[src/rtl/cpu_pkg.sv]
// Shared fetch-pipeline types and constants: FSM encoding, PC read offsets,
// prefetch queue entry layout and the default reset vector.
package cpu_pkg;

  typedef enum logic [1:0] {
    FS_IDLE,
    FS_REQ,
    FS_HOLD,
    FS_DRAIN
  } fetch_state_t;

  localparam logic [31:0] ARM_PC_OFFSET        = 32'd8;
  localparam logic [31:0] THUMB_PC_OFFSET      = 32'd4;
  localparam logic [31:0] DEFAULT_RESET_VECTOR = 32'h0000_0000;

  typedef struct packed {
    logic [31:0] addr;
    logic [31:0] word;
  } pq_entry_t;

  function automatic logic [31:0] word_align(input logic [31:0] a);
    return {a[31:2], 2'b00};
  endfunction

endpackage

[src/rtl/fetch_sequencer_prefetch_queue.sv]
// Prefetch FIFO of {addr, word} entries; head is visible combinationally, push lands next cycle.
// Push is dropped when full unless a pop frees the slot in the same cycle; clear wins over both.
module prefetch_queue
  import cpu_pkg::*;
#(
  parameter int DEPTH = 2
) (
  input  logic                     clk,
  input  logic                     rst,
  input  logic                     clear,
  input  logic                     push,
  input  pq_entry_t                push_data,
  input  logic                     pop,
  output pq_entry_t                head,
  output logic [$clog2(DEPTH):0]   count,
  output logic                     full,
  output logic                     empty
);
  localparam int PW = $clog2(DEPTH);
  localparam int CW = PW + 1;

  pq_entry_t       slots [DEPTH];
  logic [PW-1:0]   wr_ptr;
  logic [PW-1:0]   rd_ptr;
  logic            do_push;
  logic            do_pop;

  assign do_pop  = pop && !empty;
  assign do_push = push && (!full || do_pop);

  always_ff @(posedge clk) begin
    if (do_push) slots[wr_ptr] <= push_data;
  end

  // DEPTH is a power of two, so the pointers wrap naturally
  always_ff @(posedge clk) begin
    if (rst || clear) begin
      wr_ptr <= '0;
      rd_ptr <= '0;
      count  <= '0;
    end else begin
      if (do_push) wr_ptr <= wr_ptr + PW'(1);
      if (do_pop)  rd_ptr <= rd_ptr + PW'(1);
      if (do_push && !do_pop)      count <= count + CW'(1);
      else if (!do_push && do_pop) count <= count - CW'(1);
    end
  end

  assign head  = slots[rd_ptr];
  assign full  = (count == CW'(DEPTH));
  assign empty = (count == '0);

endmodule

[src/rtl/fetch_sequencer.sv]
// Instruction fetch controller: one outstanding word read, prefetch queue, IR load and stage valids.
// THUMB_FETCH_EN adds the thumb_mode input for halfword fetch; default build is ARM-only.
module fetch_sequencer
  import cpu_pkg::*;
#(
  parameter logic [31:0] RESET_VECTOR = DEFAULT_RESET_VECTOR,
  parameter int          PQ_DEPTH     = 2
) (
  input  logic        clk,
  input  logic        rst,
  input  logic        branch_valid,
  input  logic [31:0] branch_target,
  input  logic        exec_stall,
`ifdef THUMB_FETCH_EN
  input  logic        thumb_mode,
`endif
  output logic        mem_req,
  output logic [31:0] mem_addr,
  input  logic        mem_ack,
  input  logic [31:0] mem_rdata,
  output logic        ir_load,
  output logic [31:0] ir_data,
  output logic        decode_valid,
  output logic        execute_valid,
  output logic [31:0] r15_value
);
  localparam int CW = $clog2(PQ_DEPTH) + 1;

  fetch_state_t  state;
  logic [31:0]   pc;
  logic [31:0]   next_pc;
  logic [31:0]   decode_addr;
  logic [31:0]   exec_addr;
  logic [31:0]   step;
  logic [31:0]   tgt_mask;
  logic [31:0]   pc_offset;
  logic          push;
  logic          pop;
  logic          advance;
  logic          pq_full;
  logic          pq_empty;
  logic [CW-1:0] pq_count;
  pq_entry_t     push_entry;
  pq_entry_t     head;

`ifdef THUMB_FETCH_EN
  // Instruction set only switches at a branch, when the queue is flushed anyway
  logic thumb_q;
  always_ff @(posedge clk) begin
    if (rst)               thumb_q <= 1'b0;
    else if (branch_valid) thumb_q <= thumb_mode;
  end
  assign step      = thumb_q ? 32'd2 : 32'd4;
  assign tgt_mask  = thumb_mode ? ~32'd1 : ~32'd3;
  assign pc_offset = thumb_q ? THUMB_PC_OFFSET : ARM_PC_OFFSET;
  assign ir_data   = thumb_q ? {16'h0000, head.addr[1] ? head.word[31:16] : head.word[15:0]}
                             : head.word;
`else
  assign step      = 32'd4;
  assign tgt_mask  = ~32'd3;
  assign pc_offset = ARM_PC_OFFSET;
  assign ir_data   = head.word;
`endif

  assign advance    = !decode_valid || !exec_stall;
  assign pop        = !pq_empty && advance && !branch_valid;
  assign push       = mem_req && mem_ack && (state == FS_REQ) && !branch_valid && (!pq_full || pop);
  assign push_entry = {pc, mem_rdata};
  assign ir_load    = pop;
  assign r15_value  = exec_addr + pc_offset;

  always_comb begin
    next_pc = pc;
    if (branch_valid) next_pc = branch_target & tgt_mask;
    else if (push)    next_pc = pc + step;
  end

  prefetch_queue #(.DEPTH(PQ_DEPTH)) u_pq (
    .clk       (clk),
    .rst       (rst),
    .clear     (branch_valid),
    .push      (push),
    .push_data (push_entry),
    .pop       (pop),
    .head      (head),
    .count     (pq_count),
    .full      (pq_full),
    .empty     (pq_empty)
  );

  always_ff @(posedge clk) begin
    if (rst) begin
      state         <= FS_IDLE;
      mem_req       <= 1'b0;
      mem_addr      <= word_align(RESET_VECTOR);
      pc            <= RESET_VECTOR;
      decode_valid  <= 1'b0;
      execute_valid <= 1'b0;
      decode_addr   <= RESET_VECTOR;
      exec_addr     <= RESET_VECTOR;
    end else begin
      pc <= next_pc;

      if (branch_valid) begin
        decode_valid  <= 1'b0;
        execute_valid <= 1'b0;
      end else if (advance) begin
        execute_valid <= decode_valid;
        exec_addr     <= decode_addr;
        decode_valid  <= pop;
        if (pop) decode_addr <= head.addr;
      end

      // mem_addr stays on the old word while draining; pc already points at the target
      if (branch_valid) begin
        if (mem_req && !mem_ack) begin
          state <= FS_DRAIN;
        end else begin
          state    <= FS_REQ;
          mem_req  <= 1'b1;
          mem_addr <= word_align(next_pc);
        end
      end else begin
        case (state)
          FS_IDLE: begin
            state    <= FS_REQ;
            mem_req  <= 1'b1;
            mem_addr <= word_align(next_pc);
          end
          FS_REQ: begin
            if (mem_ack) begin
              if (push && !pop && (pq_count == CW'(PQ_DEPTH - 1))) begin
                state   <= FS_HOLD;
                mem_req <= 1'b0;
              end else begin
                mem_addr <= word_align(next_pc);
              end
            end
          end
          FS_HOLD: begin
            if (pop) begin
              state    <= FS_REQ;
              mem_req  <= 1'b1;
              mem_addr <= word_align(next_pc);
            end
          end
          FS_DRAIN: begin
            if (mem_ack) begin
              state    <= FS_REQ;
              mem_addr <= word_align(next_pc);
            end
          end
          default: begin
            state   <= FS_IDLE;
            mem_req <= 1'b0;
          end
        endcase
      end
    end
  end

endmodule
[config.mk]
export PLATFORM = sky130hd
export DESIGN_NAME = fetch_sequencer
export DESIGN_NICKNAME = d
export VERILOG_FILES = /design/src/rtl/cpu_pkg.sv /design/src/rtl/fetch_sequencer_prefetch_queue.sv /design/src/rtl/fetch_sequencer.sv
export SDC_FILE = /design/constraint.sdc
export NUM_CORES = 1
export LEC_CHECK = 0
export BUFFER_PORTS_ARGS = -buffer_cell sky130_fd_sc_hd__buf_4
export CORE_ASPECT_RATIO = 0.9
export CORE_UTILIZATION = 25
export DETAILED_ROUTE_END_ITERATION = 12
export SLEW_MARGIN = 20
export SYNTH_ARGS = -nofsm -noshare
export SYNTH_HDL_FRONTEND = slang
export SYNTH_SLANG_ARGS = --single-unit
export TNS_END_PERCENT = 50
[constraint.sdc]
create_clock -name clk -period 6.5 [get_ports clk]
set_input_delay 0.65 -clock clk [delete_from_list [all_inputs] [get_ports clk]]
set_output_delay 0.65 -clock clk [all_outputs]
set_load 0.01 [all_outputs]
==> flow_summary.toml <==
[synthesis]
synth_edf_count = 124
synth_top_family_by_area = "simple AND/OR/NAND/NOR gates"
synthAdderAreaFrac_pct = 0.695
synth_compound_area_share_pct = 10.2
netlist_area_mm2 = 0.0108
syn_avg_cell_area_um2 = 11.1
synthXorXnorAreaFrac_pct = 2.59
ys_types = 54
synthSimpleGateAreaFrac_pct = 15.5
ys_seq_elements = 254
synth-async-reset-ratio_pct = 0
synthMuxAreaShare_pct = 6.94
seq_area_frac_synth_pct = 58.6
ys.flop_type = "dfxtp_1"
ys_warn_count = 0
syn_inst = 971

[grt]
track_usage_pct = 11.7
grt_pass1_wl_um = 41100
antenna_found_initial = 0
grt_start_max_net_pins = 83
grt_remaining_overflow = 0
grt_pass1_vias = 7116

[finish]
drive_gt1_share_pct = 24.1
fin_util_pct = 31.3
syn2layout_area_growth_pct = 22.1
n_antenna_cell = 0
finalNetCount = 1151
fin_cells = 1644

[worst_setup_path]
crit_slowest_cell = "buf_4"
worstPathCellList = "inv_1 -> ha_1 -> a211o_4 -> a211o_1 -> inv_1 -> and2_2 -> buf_4"
crit_type = "flop to flop"
cp_top_family = "buffers and inverters"
startpoint_type = "flop"
path_max_fanout = 49
reg2regPathDepth = 7
critPathBufInv = 3
cp_data_arrival_time_ns = 3.59
required_ns = 6.65
cp_common_cell = "inv_1"
crit_cells = 7
max_stage_delay_ns = 0.62
end_kind = "flop"

[cts]
root_buffer = "clkbuf_16"
cts_resized = 0
clock_latency_ns = 0.53
clock_sinks = 254
htree_num_levels = 1
cts_setup_buffers = 0
cts_tree = "done"
clk_pin_slew_ns = 0.06
cts.path.max_buffers = 3
ctsHoldBuffers = 0
cts_buffers = 28

[job]
maxCapViolations = 0

[floorplanning]
dieHeight_um = 199
rows = 71
start_util_pct = 25.6
die-area_mm2 = 0.0441
pin_count = 169
die_x_um = 221
core-area_mm2 = 0.0422

[route]
vias_per_cell = 4.54
drtAntennaViolNets = 0
num_vias = 7456
route.detailed.drc = 0
avgRoutedWirePerCell_um = 16.1
wl_um = 26400
dr.pass1.iters = 5
drt-initial-drc-count = 529

[pwr]
max-vdd-ir-drop_uv = 219
power_density_mw_per_mm2 = 271
p_leak_nw = 4.54
finalPower_mw = 3.57

[place]
gp_congestion = 0.766
dpl.cell_count = 1593
io_buffer_count = 162
dpl.hpwl_um = 18600

[sta]
drv_slew = 0
period_minus_slack_ns = 3.44
clock_skew_ns = 0.0160
rsz0062_at_grt = "false"
tightest_slew_ns = 0.847
relSlewSlack_pct = 43.0
finalHoldViolCount = 0
fin_crit_sh_pct = 52.9
tns_ns = 0
setup_viol = 0
fmax_ghz = 0.291
finalHoldWorstSlack_ns = 0.308

[run_status]
status = "completed"

[min_path]
hold_depth = 1
hp-class = "input pin to flop"
## path summary, 6_finish.rpt
kind,from,to,slack [ns]
min reg2reg,decode_addr[11],exec_addr[11],0.45
min,mem_rdata[8],u_pq.slots[1][8],0.31
max,u_pq.count[0],u_pq.slots[1][13],3.06
max reg2reg,u_pq.count[0],u_pq.slots[1][13],3.06
## cell families after synthesis
logic type	after synthesis
multiplexers	70
XOR/XNOR	32
AO/OA/AOI/OAI	156
adder cells (fa/ha/maj)	6
AND/OR/NAND/NOR	334
flip-flops	254
other	1
buffers and inverters	118
## worst reg2reg max path: stages, from the launching register on
cell	delay, ns
dfxtp_1	0.38
inv_1	0.08
ha_1	0.24
a211o_4	0.36
a211o_1	0.58
inv_1	0.32
and2_2	0.42
buf_4	0.63
## synth_stat cells (all sizes together) (6+ instances only)
cell type / n / area (um^2)
o21ai: 8 / 40.0
nand4: 13 / 81.3
clkbuf: 52 / 195
o31ai: 9 / 67.6
nand2b: 9 / 56.3
nand3: 19 / 95.1
nor3b: 8 / 60.1
nor3: 40 / 200
xnor2: 23 / 201
edfxtp: 124 / 3720
nor2: 79 / 297
nand2: 91 / 342
dfxtp: 130 / 2600
ha: 6 / 75.1
mux2i: 31 / 310
nor2b: 7 / 43.8
nor4: 14 / 87.6
xor2: 9 / 78.8
and4: 6 / 52.6
mux2: 39 / 439
o31a: 8 / 70.1
o41ai: 20 / 175
buf: 47 / 333
nand3b: 25 / 188
inv: 19 / 71.3
a21oi: 53 / 265
a211oi: 32 / 240
## metal layers
layer  vias up  track usage, %  part of all wire [%]
met5         -               0                     0
met1      3511            17.2                    50
met3        34            1.57                   4.4
li1       3730               -                     -
met4         0            3.08                   1.7
met2       181            17.8                    44
## flip-flops by register name (all words and copies together) (netlist names), named ones only
name	cells
u_pq.slots	124
decode_addr	30
exec_addr	30
mem_addr	30
pc	30
state	2
u_pq.count	2
decode_valid	1
execute_valid	1
mem_req	1
u_pq.rd_ptr	1
u_pq.wr_ptr	1
## layout make-up
class                   count  area (um^2)
clock buffers              44          832
clock inverters             7         91.3
fillers                  4256        29000
inverters                  19         71.3
multi-input cells         602         3910
flip-flops and latches    254         6330
well taps                 547          684
repair buffers            171         1280
## cell usage in the layout (no fill, tap or decap), types with 3 or more instances in the layout
master,netlist,layout
buf_4,37,171
dfxtp_1,130,129
edfxtp_1,124,124
nand2_1,91,90
nor2_1,79,78
a21oi_1,53,52
nor3_1,40,40
mux2_2,39,39
a211oi_1,32,32
mux2i_1,31,31
clkbuf_16,0,29
nand3b_1,25,25
xnor2_1,23,23
o41ai_1,20,20
nand3_1,19,19
inv_1,19,18
nor4_1,14,14
nand4_1,13,13
clkbuf_1,52,10
nand2b_1,9,9
xor2_1,9,9
o31ai_1,9,9
o21ai_0,8,8
nor3b_1,8,8
o31a_1,8,8
nor2b_1,7,7
and4_1,6,6
ha_1,6,6
clkbuf_8,0,5
a21o_1,4,4
and3_1,4,4
nand4b_1,4,4
conb_1,1,4
o211ai_1,3,3
or3_1,3,3
o2111ai_1,3,3
and2_1,4,3
or4_1,3,3
## stage by stage
| stage | setup WS (ns) | cell area [um^2] |
|---|---|---|
| floorplan | 1.77 | 10800 |
| global placement | 2.79 | 12300 |
| detailed placement | 2.76 | 12300 |
| CTS | 3.06 | 13200 |
| global route | 2.82 | 13200 |
| finish | 3.06 | 13200 |
## power breakdown
| group | internal [mW] | leakage [nW] | total, mW | switching (mW) |
|---|---|---|---|---|
| Combinational | 0.109 | 1.90 | 0.238 | 0.130 |
| Sequential | 1.73 | 2.19 | 1.78 | 0.0489 |
| Clock | 0.953 | 0.448 | 1.56 | 0.602 |
| Total | 2.79 | 4.54 | 3.57 | 0.781 |
No activity file was read; power rests on OpenSTA's default activity.
